### src/rtl/run_controller.sv
// Run-control sequencer: start/hold/load/run/done FSM that drives the PC load and gates execution.
// Optional single-step mode is enabled by defining RUN_CTRL_STEP_EN (adds step_mode/step inputs).
module run_controller #(
  parameter int CYCLE_W    = 16,
  parameter int MAX_CYCLES = 4096,
  parameter int PC_W       = 32,
  parameter int SLOTS      = 4,
  parameter int SLOT_SHIFT = 8,
  localparam int SEL_W     = (SLOTS > 1) ? $clog2(SLOTS) : 1
) (
  input  logic               clk,
  input  logic               reset,
  input  logic               start,
  input  logic [SEL_W-1:0]   prog_sel,
  input  logic               halt_req,
`ifdef RUN_CTRL_STEP_EN
  input  logic               step_mode,
  input  logic               step,
`endif
  output logic               run_en,
  output logic               pc_load,
  output logic [PC_W-1:0]    pc_load_value,
  output logic               done,
  output logic               timeout,
  output logic [CYCLE_W-1:0] cycle_count
);

  typedef enum logic [2:0] {S_IDLE, S_HOLD, S_LOAD, S_RUN, S_DONE} state_e;

  state_e             state_q, state_d;
  logic               run_en_q, run_en_d;
  logic               pc_load_q, pc_load_d;
  logic [PC_W-1:0]    pc_load_value_q, pc_load_value_d;
  logic               done_q, done_d;
  logic               timeout_q, timeout_d;
  logic [CYCLE_W-1:0] cycle_count_q, cycle_count_d;

  logic               exec;
  logic               budget_hit;
  logic               run_gate;
  logic [PC_W-1:0]    slot_base;

  // An instruction executed in the cycle just ending only if run_en was high in RUN.
  assign exec       = (state_q == S_RUN) && run_en_q;
  assign budget_hit = (cycle_count_q == CYCLE_W'(MAX_CYCLES - 1));
  assign slot_base  = PC_W'(prog_sel) << SLOT_SHIFT;

`ifdef RUN_CTRL_STEP_EN
  assign run_gate = step_mode ? step : 1'b1;
`else
  assign run_gate = 1'b1;
`endif

  always_ff @(posedge clk) begin
    if (reset) begin
      state_q         <= S_IDLE;
      run_en_q        <= 1'b0;
      pc_load_q       <= 1'b0;
      pc_load_value_q <= '0;
      done_q          <= 1'b0;
      timeout_q       <= 1'b0;
      cycle_count_q   <= '0;
    end else begin
      state_q         <= state_d;
      run_en_q        <= run_en_d;
      pc_load_q       <= pc_load_d;
      pc_load_value_q <= pc_load_value_d;
      done_q          <= done_d;
      timeout_q       <= timeout_d;
      cycle_count_q   <= cycle_count_d;
    end
  end

  // A start level in LOAD or RUN aborts back to HOLD ahead of any halt or budget event.
  always_comb begin
    state_d = state_q;
    case (state_q)
      S_IDLE: if (start) state_d = S_HOLD;
      S_HOLD: if (!start) state_d = S_LOAD;
      S_LOAD: state_d = start ? S_HOLD : S_RUN;
      S_RUN: begin
        if (start)                          state_d = S_HOLD;
        else if (exec && (halt_req || budget_hit)) state_d = S_DONE;
      end
      S_DONE: if (start) state_d = S_HOLD;
      default: state_d = S_IDLE;
    endcase
  end

  always_comb begin
    run_en_d        = 1'b0;
    pc_load_d       = 1'b0;
    pc_load_value_d = pc_load_value_q;
    done_d          = done_q;
    timeout_d       = timeout_q;
    cycle_count_d   = cycle_count_q;
    if (state_q == S_HOLD) pc_load_value_d = slot_base;
    if (exec) cycle_count_d = cycle_count_q + CYCLE_W'(1);
    case (state_d)
      S_HOLD: begin
        cycle_count_d = '0;
        done_d        = 1'b0;
        timeout_d     = 1'b0;
      end
      S_LOAD: pc_load_d = 1'b1;
      S_RUN:  run_en_d  = run_gate;
      S_DONE: begin
        done_d = 1'b1;
        // Halt has priority over budget exhaustion on the same cycle.
        if (state_q == S_RUN) timeout_d = ~halt_req;
      end
      default: ;
    endcase
  end

  assign run_en        = run_en_q;
  assign pc_load       = pc_load_q;
  assign pc_load_value = pc_load_value_q;
  assign done          = done_q;
  assign timeout       = timeout_q;
  assign cycle_count   = cycle_count_q;

endmodule

### config.mk
export PLATFORM = sky130hd
export DESIGN_NAME = run_controller
export DESIGN_NICKNAME = d
export VERILOG_FILES = /design/src/rtl/run_controller.sv
export SDC_FILE = /design/constraint.sdc
export NUM_CORES = 1
export LEC_CHECK = 0
export CAP_MARGIN = 20
export CORE_UTILIZATION = 45
export CTS_CLUSTER_DIAMETER = 30
export DETAILED_ROUTE_END_ITERATION = 7
export GPL_TIMING_DRIVEN = 1
export PLACE_DENSITY = 0.84
export REMOVE_ABC_BUFFERS = 1
export SETUP_SLACK_MARGIN = 0.05
export SYNTH_ARGS = -nofsm -noshare
export SYNTH_HDL_FRONTEND = slang
export SYNTH_SLANG_ARGS = --single-unit
### constraint.sdc
create_clock -name clk -period 3.2 [get_ports clk]
set_input_delay 0.96 -clock clk [delete_from_list [all_inputs] [get_ports clk]]
set_output_delay 0.96 -clock clk [all_outputs]
set_load 0.05 [all_outputs]
# After elaboration in Yosys (flattened, before gate mapping)
# Cells that the tools add are included.
[op_classes]
mul = 0
order_cmp = 0
n_eq_ne = 10
bitwise = 1
muxes = 11
div_mod_pow = 0
n_addsub = 1
reduce_logical = 8
shifts = 0
[ops]
columns = ["cell", "count"]
rows = [
  ["$add A16 B1 Y16 const B", 1],
  ["$eq A16 B12 Y1 const B", 1],
  ["$eq A3 B2 Y1 const B", 4],
  ["$mux W3", 4],
  ["$pmux W3 S4", 1],
  ["$eq A3 B1 Y1 const B", 2],
  ["$eq A3 B3 Y1 const B", 2],
  ["$pmux W1 S2", 2],
  ["$reduce_or A2 Y1", 2],
  ["$logic_not A3 Y1", 1],
  ["$mux W1", 3],
  ["$logic_and A1 B1 Y1", 2],
  ["$mux W2", 1],
  ["$ne A2 B2 Y1 const B", 1],
  ["$reduce_and A2 Y1", 1],
  ["$reduce_bool A2 Y1", 1],
  ["$logic_or A1 B1 Y1", 1],
  ["$not A1 Y1", 1],
]
[totals]
n_memories = 0
output_inout_bits = 52
mem_bits_ro = 0
elab_cells = 38
inputBits = 6
regBits = 25
latchBits = 0
mem_bits_rw = 0

# Longest topological paths before layout
[logic_depth]
word_depth = 9
mapped_depth = 6
ltp_nobuf = 5

# Least setup slack after synthesis
# Ideal clock, no wire load.
[synth_path]
path_kind = "register to register"
startpoint = "reg cycle_count_q[2] (netlist: cycle_count[2])"
endpoint = "reg cycle_count_q[15] (netlist: cycle_count[15])"
synth_period_minus_slack_ns = 2.249
t_arrival_ns = 2.179
path_stages_with_launch = 6
t_required_ns = 3.130
path_buffers = 1
setup_slack_ns = 0.951
setup_time_ns = 0.070
cell_sequence = "dfxtp_1 > nand3_1 > or4_1 > buf_2 > or4_1 > a21oi_1"
[synth_via]
elab_chain_len = 8
word_cells_on_any_way = 9
classes_between = "add/sub: 1; eq/ne: 2; mux: 3; reduce/logical: 3"
[synth_lines]
columns = ["item", "line", "text"]
rows = [
  ["from (decl)", "36", "logic [CYCLE_W-1:0] cycle_count_q, cycle_count_d;"],
  ["from (signal assigned)", "70", "cycle_count_q <= cycle_count_d;"],
  ["$eq A16 B12 Y1", "45", "assign budget_hit = (cycle_count_q == CYCLE_W'(MAX_CYCLES - 1));"],
  ["$logic_or A1 B1 Y1", "83", "else if (exec && (halt_req || budget_hit)) state_d = S_DONE;"],
  ["$logic_and A1 B1 Y1", "83", ""],
  ["$mux W3", "83", ""],
  ["$mux W3", "82", "if (start) state_d = S_HOLD;"],
  ["$pmux W3 S4", "77", "case (state_q)"],
  ["$eq A3 B1 Y1", "99", "case (state_d)"],
  ["$reduce_or A2 Y1 (no source line)", "-", ""],
]
# Parallel ways exist; a longest one is shown, timed or not.
# A chain may end at the register's enable or synchronous reset.

# Worst setup path in the final report
[layout_path]
startpoint = "reg cycle_count_q[2] (netlist: cycle_count[2])"
endpoint = "out cycle_count[2]"
[layout_rtl]
columns = ["item", "line", "text"]
rows = [
  ["to (decl)", "25", "output logic [CYCLE_W-1:0] cycle_count"],
]
# No word-level cell between the ends.

==> impl_metrics.tcl <==
set metrics [dict create \
    p_int_mw 0.377 \
    coreArea_um2 2810 \
    post-cts-setup-buffer-count 0 \
    netlist_area_um2 1360 \
    final.setup_skew_ns 0.00588 \
    r2r_cells 4 \
    critical-path-max-stage-delay_ns 0.86 \
    synth_area_leader_cell "sky130_fd_sc_hd__dfxtp_1" \
    ordered_cell_list_for_the_critical_path "clkdlybuf4s50_1" \
    die-width_um 57.0 \
    p_per_area_nw_per_um2 366 \
    grt_setup_unrepaired "no" \
    clock_sink_count 25 \
    fmax_ghz 0.382 \
    yosys-top-cells-area "sky130_fd_sc_hd__dfxtp_1 37%, sky130_fd_sc_hd__buf_4 17%, sky130_fd_sc_hd__a21oi_1 4.8%" \
    globalRouteOverflowTotal 0 \
    total_switching_power_mw 0.199 \
    fp.dieArea_um2 3250 \
    min_period_ns 2.62 \
    grt_use_total_pct 15.4 \
    cts-hold-fix-buffers 0 \
    critical_path.endpoint_type "output pin" \
    largest_net_degree_at_the_start_of_global_routing 15 \
    area_delta_synth_final_pct 15.5 \
    cp_data_required_time_ns 2.24 \
    finalSetupViolations 0 \
    boundaryPins 58 \
    clockBufferDepth 2 \
    ys.warnings.count 0 \
    grt_pass1_vias 866 \
    crit_fanout 7 \
    cts_resized 0 \
    detail_route.drc_violations 8 \
    number_of_antenna_violations_at_the_first_check_in_global_routing 0 \
    insertedDiodeCount 0 \
    routabilityCongestion 0.826 \
    num_vias 1088 \
    dr.pass1.iters 8 \
    clock_tree.root_cell "sky130_fd_sc_hd__clkbuf_4" \
    worstSkewPairLatency_ns 0.31 \
    maxCapViolations 0 \
    setup_total_negative_slack_ns 0 \
    slew_headroom_pct 66.6 \
    cellLeakagePower_nw 0.592 \
    synth.most_common_cell "sky130_fd_sc_hd__buf_4" \
    drive_gt1_share_pct 5.24 \
    wl_mm 2.32 \
    drt_first_iter_violations 33 \
    final_min_period_over_clock_period_pct 81.9 \
    dp_cells 218 \
    hold_viol_final 0 \
    ir_worst_vdd_mv 0.189 \
    worstMarginPinSlew_ns 0.499 \
    cts_inserted_buffers 3 \
    arrival_ns 1.66 \
    yosys_register_bits 25 \
    grt_first_pass_wirelength_mm 3.96 \
    share_comb_of_total_power_pct 19.8 \
    switching_share_pct 34.5 \
    cts_tree "yes" \
    place.port_buffers 27 \
    portion_of_total_power_attributed_to_the_clock_network_pct 24.6 \
    pwr-share-seq_pct 55.6 \
    final_antenna_net_count 0 \
    list_of_most_frequent_post_synthesis_cells "30 x sky130_fd_sc_hd__buf_4, 25 x sky130_fd_sc_hd__dfxtp_1, 13 x sky130_fd_sc_hd__a21oi_1, 13 x sky130_fd_sc_hd__nand2_1, 12 x sky130_fd_sc_hd__nor2_1" \
    clkSlewWorstSetupHoldPaths_ns 0.14 \
    final_net_count 199 \
    synthArstFlopShare_pct 0 \
    path_depth 1 \
    initial_utilization_pct 48.6 \
    slew_viol_final 0 \
    hold_class "reg2reg" \
    synthCells 165 \
    row_count 19 \
    cts_htree_levels 1 \
    critical_path_class "reg2out" \
    mean_cell_area_of_the_mapped_netlist_um2 8.26 \
    synth.lib_cells_used.distinct 34 \
    crit_slowest_cell "sky130_fd_sc_hd__clkdlybuf4s50_1" \
    synth_largest_type_area_fraction_pct 36.7 \
    status "complete, but fails checks" \
    post-dp-hpwl_mm 1.74 \
    final_cells 222 \
    fp.dieH_um 57.0 \
    num-fill-cells 275 \
    cpLargestDelayFamily "buffers and inverters" \
    path_buf_inv 1 \
    failing_checks "design-rule violations" \
    post_drt_wl_per_cell_um 10.5 \
    detail_route.vias_per_cell 4.90 \
    synthFlopType "sky130_fd_sc_hd__dfxtp_1" \
    worstSetupStartpointType "flip-flop" \
    synth-edff-count 0 \
    synth_sequential_area_ratio_pct 36.7 \
    holdPathStages 2 \
]
[tightest hold or removal path: stages (launching register included)]
cell                      delay [ns]
sky130_fd_sc_hd__dfxtp_1        0.33
sky130_fd_sc_hd__inv_1          0.05
sky130_fd_sc_hd__o22ai_1        0.07
[metal layers]
metal / wire [µm] / GRT usage (%)
met5: 0 / 0
met2: 1080 / 23.7
met4: 16 / 5.23
met1: 1120 / 21.8
met3: 109 / 2.72
[worst paths after layout]
check | from | to | slack (ns)
worst max register to register | state_q[2] | cycle_count[15] | 1.15
worst max-delay path | cycle_count[2] | cycle_count[2] | 0.58
worst min-delay path | done | done | 0.48
worst min register to register | done | done | 0.48
[layout by cell type, fill, tap and decap left out, types with 2 or more instances in the layout]
cell type	n
sky130_fd_sc_hd__conb_1	30
sky130_fd_sc_hd__clkdlybuf4s50_1	27
sky130_fd_sc_hd__dfxtp_1	25
sky130_fd_sc_hd__nand2_1	13
sky130_fd_sc_hd__a21oi_1	13
sky130_fd_sc_hd__nor2_1	12
sky130_fd_sc_hd__o21ai_0	7
sky130_fd_sc_hd__nand4_1	6
sky130_fd_sc_hd__or3_1	5
sky130_fd_sc_hd__inv_1	5
sky130_fd_sc_hd__nand3_1	4
sky130_fd_sc_hd__nor3_1	4
sky130_fd_sc_hd__xnor2_1	4
sky130_fd_sc_hd__nor4_1	4
sky130_fd_sc_hd__xor2_1	3
sky130_fd_sc_hd__clkbuf_4	3
sky130_fd_sc_hd__a21o_1	2
sky130_fd_sc_hd__and3_1	2
sky130_fd_sc_hd__nand2b_1	2
sky130_fd_sc_hd__a21bo_2	2
sky130_fd_sc_hd__nand3b_1	2
sky130_fd_sc_hd__or4_1	2
sky130_fd_sc_hd__buf_4	2
[power by group through the flow]
stage | combinational, mW | clock (mW) | sequential, mW
CTS | 0.114 | 0.148 | 0.321
finish | 0.114 | 0.142 | 0.321
detailed placement | 0.114 | 0 | 0.327
global placement | 0.113 | 0 | 0.327
global route | 0.119 | 0.165 | 0.322
floorplan | 0.0888 | 0 | 0.335
[metrics by stage]
stage	setup WS, ns	instance area, µm²	hold slack (ns)	power, mW	utilization, %
4_1_cts	0.552	1570	0.489	0.582	56.1
2_1_floorplan	0.970	1220	0.562	0.423	-
5_1_grt	0.502	1570	0.517	0.607	56.1
6_report	0.580	1570	0.485	0.577	56.1
3_5_place_dp	0.828	1550	0.470	0.441	55.1
3_3_place_gp	0.867	1550	0.467	0.440	55.1
[registers in the layout, indices dropped and copies added (netlist names)]
register,count
cycle_count,16
state_q,3
pc_load_value,2
done,1
pc_load,1
run_en,1
timeout,1
[final cells by class]
cell class	count	area, µm²	share of cell area (%)
multi-input cells	128	703	44.7
clock buffers	3	22.5	1.43
repair buffers	29	285	18.1
well taps	31	38.8	2.46
flip-flops and latches	25	500	31.8
clock inverters	1	5.00	0.318
inverters	5	18.8	1.19
[kinds of logic after synthesis]
| kind of cell | Yosys count | synth area share (%) |
|---|---|---|
| AO/OA/AOI/OAI | 29 | 12.9 |
| AND/OR/NAND/NOR | 60 | 24.2 |
| adder cells (fa/ha/maj) | 1 | 0.918 |
| XOR/XNOR | 7 | 4.50 |
| buffers and inverters | 41 | 19.7 |
| flip-flops | 25 | 36.7 |
| other | 1 | 0.275 |
| multiplexers | 1 | 0.826 |
No activity file was read; power rests on OpenSTA's default activity.
